==> config.mk <==
export PLATFORM = sky130hd
export DESIGN_NAME = scm_access_ctrl
export DESIGN_NICKNAME = d
export VERILOG_FILES = /design/src/rtl/scm_access_ctrl.sv
export SDC_FILE = /design/constraint.sdc
export NUM_CORES = 1
export LEC_CHECK = 0
export CAP_MARGIN = 25
export CORE_AREA = 5 5 164 166
export CTS_CLUSTER_DIAMETER = 60
export DETAILED_ROUTE_END_ITERATION = 6
export DIE_AREA = 0 0 169 171
export GPL_ROUTABILITY_DRIVEN = 0
export GPL_TIMING_DRIVEN = 0
export MAX_ROUTING_LAYER = met4
export PLACE_DENSITY = 0.52
export SKIP_LAST_GASP = 1
export SLEW_MARGIN = 10
export SYNTH_ARGS = -nofsm -noshare
export SYNTH_HDL_FRONTEND = slang
export SYNTH_SLANG_ARGS = --single-unit
==> constraint.sdc <==
create_clock -name CLK -period 2.25 [get_ports CLK]
set_input_delay 0.225 -clock CLK [delete_from_list [all_inputs] [get_ports CLK]]
set_output_delay 0.225 -clock CLK [all_outputs]
set_load 0.01 [all_outputs]
==> src/rtl/scm_access_ctrl.sv <==
// scm_access_ctrl: two-requester access controller for a latch-based SCM.
// The write port and the read port are arbitrated independently, each with
// its own round-robin pointer. Write commands reach the SCM one cycle after
// the grant. Read data returns two cycles after the grant.
// A same-address read is held back behind a write in the same cycle.
// Optional build macro SCM_CTRL_CLEAR_EN adds a clear FSM. The FSM writes
// zero to every row. When the macro is undefined, CLR_START is ignored.
module scm_access_ctrl #(
    parameter int ADDR_WIDTH = 6,
    parameter int DATA_WIDTH = 64
) (
    input  logic                  CLK,
    input  logic                  RSTN,
    input  logic                  REQ_A,
    input  logic                  REQ_B,
    input  logic                  WR_A,
    input  logic                  WR_B,
    input  logic [ADDR_WIDTH-1:0] ADDR_A,
    input  logic [ADDR_WIDTH-1:0] ADDR_B,
    input  logic [DATA_WIDTH-1:0] WDATA_A,
    input  logic [DATA_WIDTH-1:0] WDATA_B,
    output logic                  GNT_A,
    output logic                  GNT_B,
    output logic                  RVALID_A,
    output logic                  RVALID_B,
    output logic [DATA_WIDTH-1:0] RDATA_A,
    output logic [DATA_WIDTH-1:0] RDATA_B,
    input  logic                  CLR_START,
    output logic                  CLR_BUSY,
    output logic                  CLR_DONE,
    output logic                  MEM_WE,
    output logic                  MEM_RE,
    output logic [ADDR_WIDTH-1:0] MEM_WADDR,
    output logic [ADDR_WIDTH-1:0] MEM_RADDR,
    output logic [DATA_WIDTH-1:0] MEM_DIN,
    input  logic [DATA_WIDTH-1:0] MEM_DOUT,
    output logic                  MEM_SE
);

    logic                  clr_active;  // clear sweep owns the write port
    logic [ADDR_WIDTH-1:0] clr_row;     // row the sweep is writing

`ifdef SCM_CTRL_CLEAR_EN
    typedef enum logic [1:0] {
        CLR_IDLE,
        CLR_RUN,
        CLR_FIN
    } clr_state_t;

    clr_state_t            clr_state_q, clr_state_d;
    logic [ADDR_WIDTH-1:0] clr_row_q;

    // Clear FSM state register; the row counter advances only while sweeping
    always_ff @(posedge CLK) begin
        if (!RSTN) begin
            clr_state_q <= CLR_IDLE;
            clr_row_q   <= '0;
        end else begin
            clr_state_q <= clr_state_d;
            if (clr_state_q == CLR_RUN)
                clr_row_q <= clr_row_q + ADDR_WIDTH'(1);
            else
                clr_row_q <= '0;
        end
    end

    // Clear FSM next state. The last row is the point where the counter wraps.
    always_comb begin
        clr_state_d = clr_state_q;
        case (clr_state_q)
            CLR_IDLE: if (CLR_START) clr_state_d = CLR_RUN;
            CLR_RUN:  if (&clr_row_q) clr_state_d = CLR_FIN;
            CLR_FIN:  clr_state_d = CLR_IDLE;
            default:  clr_state_d = CLR_IDLE;
        endcase
    end

    assign clr_active = (clr_state_q == CLR_RUN);
    assign clr_row    = clr_row_q;
    assign CLR_BUSY   = clr_active;
    assign CLR_DONE   = (clr_state_q == CLR_FIN);
`else
    logic unused_clr_start;
    assign unused_clr_start = CLR_START;
    assign clr_active       = 1'b0;
    assign clr_row          = '0;
    assign CLR_BUSY         = 1'b0;
    assign CLR_DONE         = 1'b0;
`endif

    // ---------------- arbitration ----------------
    logic grant_en;
    logic wr_elig_a, wr_elig_b, rd_elig_a, rd_elig_b;
    logic raw_a, raw_b;
    logic gnt_wr_a, gnt_wr_b, gnt_rd_a, gnt_rd_b;
    logic wr_ptr_q, rd_ptr_q;  // 0: A has priority, 1: B has priority

    // No grants while reset is held or while the clear sweep owns the SCM.
    assign grant_en  = RSTN & ~clr_active;
    assign wr_elig_a = grant_en & REQ_A & WR_A;
    assign wr_elig_b = grant_en & REQ_B & WR_B;

    // Hold a read back when the other side writes the same row this cycle.
    // The read then sees the new data on a later cycle.
    assign raw_a     = wr_elig_b & (ADDR_B == ADDR_A);
    assign raw_b     = wr_elig_a & (ADDR_A == ADDR_B);
    assign rd_elig_a = grant_en & REQ_A & ~WR_A & ~raw_a;
    assign rd_elig_b = grant_en & REQ_B & ~WR_B & ~raw_b;

    assign gnt_wr_a  = wr_elig_a & (~wr_elig_b | ~wr_ptr_q);
    assign gnt_wr_b  = wr_elig_b & (~wr_elig_a |  wr_ptr_q);
    assign gnt_rd_a  = rd_elig_a & (~rd_elig_b | ~rd_ptr_q);
    assign gnt_rd_b  = rd_elig_b & (~rd_elig_a |  rd_ptr_q);

    assign GNT_A     = gnt_wr_a | gnt_rd_a;
    assign GNT_B     = gnt_wr_b | gnt_rd_b;

    // Round-robin pointers: after any grant, priority passes to the other side
    always_ff @(posedge CLK) begin
        if (!RSTN) begin
            wr_ptr_q <= 1'b0;
            rd_ptr_q <= 1'b0;
        end else begin
            if (gnt_wr_a | gnt_wr_b) wr_ptr_q <= gnt_wr_a;
            if (gnt_rd_a | gnt_rd_b) rd_ptr_q <= gnt_rd_a;
        end
    end

    // ---------------- write path ----------------
    logic                  we_q;
    logic [ADDR_WIDTH-1:0] waddr_q;
    logic [DATA_WIDTH-1:0] din_q;

    // Register the granted write, or the clear row, for the SCM next cycle
    always_ff @(posedge CLK) begin
        if (!RSTN) begin
            we_q    <= 1'b0;
            waddr_q <= '0;
            din_q   <= '0;
        end else begin
            we_q <= clr_active | gnt_wr_a | gnt_wr_b;
            if (clr_active) begin
                waddr_q <= clr_row;
                din_q   <= '0;
            end else if (gnt_wr_a) begin
                waddr_q <= ADDR_A;
                din_q   <= WDATA_A;
            end else if (gnt_wr_b) begin
                waddr_q <= ADDR_B;
                din_q   <= WDATA_B;
            end
        end
    end

    assign MEM_WE    = we_q;
    assign MEM_WADDR = waddr_q;
    assign MEM_DIN   = din_q;
    assign MEM_SE    = 1'b0;

    // ---------------- read path ----------------
    // Stage 0: SCM RE cycle. Stage 1: DOUT returns to the requester.
    // rd_src_pipe records the requester for each stage (1 = B).
    logic [1:0]            rd_vld_pipe;
    logic [1:0]            rd_src_pipe;
    logic [ADDR_WIDTH-1:0] raddr_q;

    // Read pipeline. A clear does not flush it. A reset drops in-flight reads.
    always_ff @(posedge CLK) begin
        if (!RSTN) begin
            rd_vld_pipe <= '0;
            rd_src_pipe <= '0;
            raddr_q     <= '0;
        end else begin
            rd_vld_pipe <= {rd_vld_pipe[0], gnt_rd_a | gnt_rd_b};
            rd_src_pipe <= {rd_src_pipe[0], gnt_rd_b};
            if (gnt_rd_a)
                raddr_q <= ADDR_A;
            else if (gnt_rd_b)
                raddr_q <= ADDR_B;
        end
    end

    assign MEM_RE    = rd_vld_pipe[0];
    assign MEM_RADDR = raddr_q;
    assign RVALID_A  = rd_vld_pipe[1] & ~rd_src_pipe[1];
    assign RVALID_B  = rd_vld_pipe[1] &  rd_src_pipe[1];
    // Read data is zero except during the valid cycle.
    assign RDATA_A   = RVALID_A ? MEM_DOUT : '0;
    assign RDATA_B   = RVALID_B ? MEM_DOUT : '0;

endmodule

Word-level counts from Yosys, hierarchy flattened

Cells that the tools add are included.

Register bits after elaboration: 83
Logic and storage cells: 55
Output and inout port bits: 213
Input port bits: 211

Equality and inequality tests: 2
Muxes and demuxes: 8
Reduce and logical (&&, ||, !) cells: 2
Bitwise gates (word level): 35

Operators by type and width:

| operator            | number |
|---|---|
| 2-to-1 mux 64 bit   | 4 |
| 2-to-1 mux 6 bit    | 4 |
| AND 1 bit           | 16 |
| equality test 6 bit | 2 |
| inverter 1 bit      | 11 |
| OR 1 bit            | 8 |
| nonzero test 2 bit  | 2 |

Logic depth before layout (Yosys ltp)

Word-level depth: 10
Mapped depth: 7
Mapped depth without buffers: 5

Worst setup path before layout

No wires, ideal clock.

Kind: input -> register
Start point: input RSTN
End point: register raddr_q[5], in the netlist MEM_RADDR[5]
Slack: 0.632 ns
Stages: 7
Setup time: 0.123 ns
Data arrival time: 1.496 ns
Required time: 2.127 ns
Path buffers: 2
Cells stage by stage: buf_2 > and3_1 > and3_1 > a21o_1 > o21a_1 > buf_6 > a221o_2

Word-level cells in the longest chain between the ends: 9
Elaborated cells on any way between the ends: 20
Those cells by class: mux (1); bitwise (18); reduce/logical (1)

RTL lines:

| what                                                   | RTL line | text |
|---|---|---|
| start: declaration                                     | 13       | `input logic RSTN,` |
| AND 1 bit (on tied branches)                           | n/a      |  |
| AND 1 bit (on tied branches)                           | 100, 101 |  |
| AND 1 bit (on tied branches)                           | 106, 105 |  |
| inverter 1 bit (on tied branches)                      | 108, 107 |  |
| AND 1 bit (on tied branches)                           | 108, 107 |  |
| inverter 1 bit (on tied branches)                      | 112, 113 |  |
| OR 1 bit (on tied branches)                            | 112, 113 |  |
| AND 1 bit (on tied branches)                           | 112, 113 |  |
| 2-to-1 mux 6 bit or nonzero test 2 bit (tied branches) | n/a      |  |
| end signal: assignment                                 | 172      | `raddr_q <= '0;` |
| end signal: assignment                                 | 177      | `raddr_q <= ADDR_A;` |
| end signal: assignment                                 | 179      | `raddr_q <= ADDR_B;` |
| end: declaration                                       | 165      | `logic [ADDR_WIDTH-1:0] raddr_q;` |

Several ways; a longest one is shown, not always the timed one.
A chain may end at the register's enable or synchronous reset.

Worst setup path in the final report

Start point: input WR_B
End point: output GNT_B

Word-level cells in the longest chain between the ends: 8
Elaborated cells on any way between the ends: 12
Those cells by class: bitwise (12)

RTL lines:

| what               | RTL line | text |
|---|---|---|
| start: declaration | 17       | `input logic WR_B,` |
| AND 1 bit          | 101      | `assign wr_elig_b = grant_en & REQ_B & WR_B;` |
| AND 1 bit          | 105      | `assign raw_a = wr_elig_b & (ADDR_B == ADDR_A);` |
| inverter 1 bit     | 107      | `assign rd_elig_a = grant_en & REQ_A & ~WR_A & ~raw_a;` |
| AND 1 bit          | 107      |  |
| inverter 1 bit     | 113      | `assign gnt_rd_b = rd_elig_b & (~rd_elig_a \| rd_ptr_q);` |
| OR 1 bit           | 113      |  |
| AND 1 bit          | 113      |  |
| OR 1 bit (*)       | 116      | `assign GNT_B = gnt_wr_b \| gnt_rd_b;` |
| end: declaration   | 23       | `output logic GNT_B,` |

Every way passes the cells marked *; elsewhere a longest branch is shown, timed or not.

==> flow_summary.toml <==
[status]
status = "complete, no violations"

[timing]
min_period_ns = 2.21
max_freq_mhz = 453
slew_headroom_pct = 54.9
slew_viol_final = 0
skew_ns = 0.00773
hold_ws_ns = 0.281
hold_viol = 0
worstMarginPinSlew_ns = 0.677
finalSetupViolCount = 0
period_share_pct = 98.1
layout_setup_ws_ns = 0.0417
grt_setup_unrepaired = "yes"

[floorplanning]
start_util_pct = 17.7
die-area_mm2 = 0.0289
die_x_um = 169
io-pin-count = 424
core.rowCount = 59
die_h_um = 171
core_mm2 = 0.0255

[placement]
dpl_cell_area_mm2 = 0.00911
detailed_place_hpwl_mm = 21.6
io_buffers = 418
dp_slack_ns = -0.442

[grt]
grt_overflow = 0
grt_pass1_vias = 5502
antenna_found_initial = 0
grt_usage_pct = 16.8
grt_pass1_wl_mm = 35.1
grt_max_degree = 16

[critical_path]
critical_path.endpoint_type = "output pin"
cp_max_fo = 8
path_class = "in2out"
max_stage_delay_ns = 0.46
worst_ep_required_time_ns = 2.03
cp_common_cell = "and3_1"
path_cells = "clkdlybuf4s50_1 -> and3_1 -> and3_1 -> a21o_1 -> o21a_1 -> buf_6 -> nand2b_1 -> clkdlybuf4s15_2"
crit_slowest_cell = "clkdlybuf4s50_1"
path_buf_inv = 3
cp.arrival_ns = 1.98
cp-start-kind = "primary input"
path_delay_family = "buffers and inverters"

[clock_network]
clockRootBuffer = "clkbuf_16"
clock_sinks = 83
cts_tree = "built"
clk_latency_ns = 0.34
htreeDepth = 3
cts.clk_slew.worst_paths_ns = 0.06
cts_inserted_buffers = 9
cts_hold_buf = 0
clock_path_buffers = 2

[synthesis]
synthMuxAreaShare_pct = 15.6
yosysTopAreaCell = "dfxtp_1"
yosysSeqAreaShare_pct = 36.9
netlist_instances = 530
synth_flop_cell = "dfxtp_1"
yosys-top-cells-area = "dfxtp_1, a21oi_1, mux2i_1, and2_1, and3_1"
yosys_register_bits = 83
ys_warn_count = 0
async_flop_share_pct = 0
avgSynthCellArea_um2 = 8.49
synthSimpleGateAreaFrac_pct = 21.9
synth-adder-area-share_pct = 0
synth.top_cell.area_share_pct = 36.9
synth_top_family_by_area = "simple AND/OR/NAND/NOR gates"
yosysUniqueCellTypes = 32
synth-xor-area-share_pct = 1.17
synth_edf_count = 0
synth_compound_area_share_pct = 18.5
synth_area_mm2 = 0.00450

[layout]
fillCellCount = 2654
final_area_mm2 = 0.00957
final_core_util_pct = 37.6
layout-drive-gt1-share_pct = 6.40
area_delta_synth_final_pct = 113
final_cell_mix = "clkdlybuf4s50_1, a21oi_1, dfxtp_1"
final_common_cell = "clkdlybuf4s50_1"
nNetsFinal = 1174
n_antenna_cell = 0

[drt]
drt-total-wl_mm = 25.8
drt_pass1_iterations = 4
vias = 5503
drt_iter0_markers = 191
ant_nets = 0
post_drt_wl_per_cell_um = 19.8
route.detailed.drc = 0
vias_per_cell = 4.22

[power]
cellInternalPower_mw = 3.51
p_seq_share_pct = 35.5
switchingPower_mw = 1.37
leakage_nw = 4.42
power.density_mw_per_mm2 = 510
p_clk_share_pct = 34.7
power.total_mw = 4.88
combPwrFrac_pct = 29.8
switching_share_pct = 28.1
peakVddDrop_mv = 0.338

[job]
cap_violations = 0

[min_path]
hold_class = "in2reg"
==> power groups by stage <==
stage          Clock (mW)  Combinational (mW)  Sequential (mW)
2_1_floorplan           0               0.406             1.83
3_3_place_gp            0                1.46             1.75
3_5_place_dp            0                1.46             1.76
4_1_cts              1.74                1.48             1.73
5_1_grt              1.79                1.57             1.75
6_report             1.69                1.45             1.73
==> logic make-up after synthesis <==
kind of cell | Yosys count
xor gates and xnor gates | 6
buffers and inverters | 60
and+or+nand+nor | 154
muxes | 70
DFF | 83
other | 1
AOI/OAI and AO/OA | 156
==> Yosys cell counts (all sizes together), types with 4 or more instances <==
| cell | instances |
|---|---|
| mux2i | 70 |
| nor3b | 7 |
| clkbuf | 44 |
| buf | 14 |
| xor2 | 4 |
| and3 | 66 |
| a221o | 6 |
| and2 | 67 |
| dfxtp | 83 |
| nand2 | 5 |
| a21oi | 141 |
==> registers in the layout, summed over array words and instances, names as in the netlist <==
name,flops
MEM_DIN,64
MEM_RADDR,6
MEM_WADDR,6
rd_src_pipe,2
rd_vld_pipe,2
MEM_WE,1
rd_ptr_q,1
wr_ptr_q,1
==> metrics by stage <==
stage                     cells  TNS (ns)
after floorplan             532         0
after global placement     1285     -8.33
after detailed placement   1285    -10.49
after CTS                  1302   -0.0133
after global routing       1303   -0.0630
final                      1303         0
==> area by class of cell <==
cell class,count,area (µm²),area share (%)
buffer,58,320,3.35
clock buffer,10,239,2.50
clock inverter,6,96.3,1.01
inverter,2,7.51,0.0785
multi-input combinational,389,2630,27.4
sequential,83,1660,17.4
tap,335,419,4.38
timing repair buffer,420,4200,43.9
==> path summary, 6_finish.rpt <==
check	start	to	slack, ns	cells after the start
worst max register to register	wr_ptr_q	MEM_DIN[40]	0.55	5
worst max-delay path	WR_B	GNT_B	0.04	8
worst min register to register	rd_src_pipe[0]	rd_src_pipe[1]	0.43	1
worst min-delay path	RSTN	wr_ptr_q	0.28	3
==> worst min-delay path, cell delays in order <==
cell and delay (ns):
buf_2 0.14, inv_1 0.15, a211oi_1 0.06
==> layer usage <==
| layer | GRT usage (%) | wire length [µm] | vias to the layer above |
|---|---|---|---|
| li1 | - | - | 2741 |
| met1 | 16.4 | 9280 | 2474 |
| met2 | 31.3 | 13300 | 269 |
| met3 | 6.49 | 2660 | 19 |
| met4 | 4.41 | 501 | 0 |
| met5 | - | 0 | - |
==> repair_timing <==
action	in CTS	in global routing
setup buffers	1	1
pin swaps	4	1
endpoints found under the hold margin	0	0
resized for setup	52	28
endpoints found under the setup margin	123	91
Note: power is estimated with default switching activity, not from simulation.
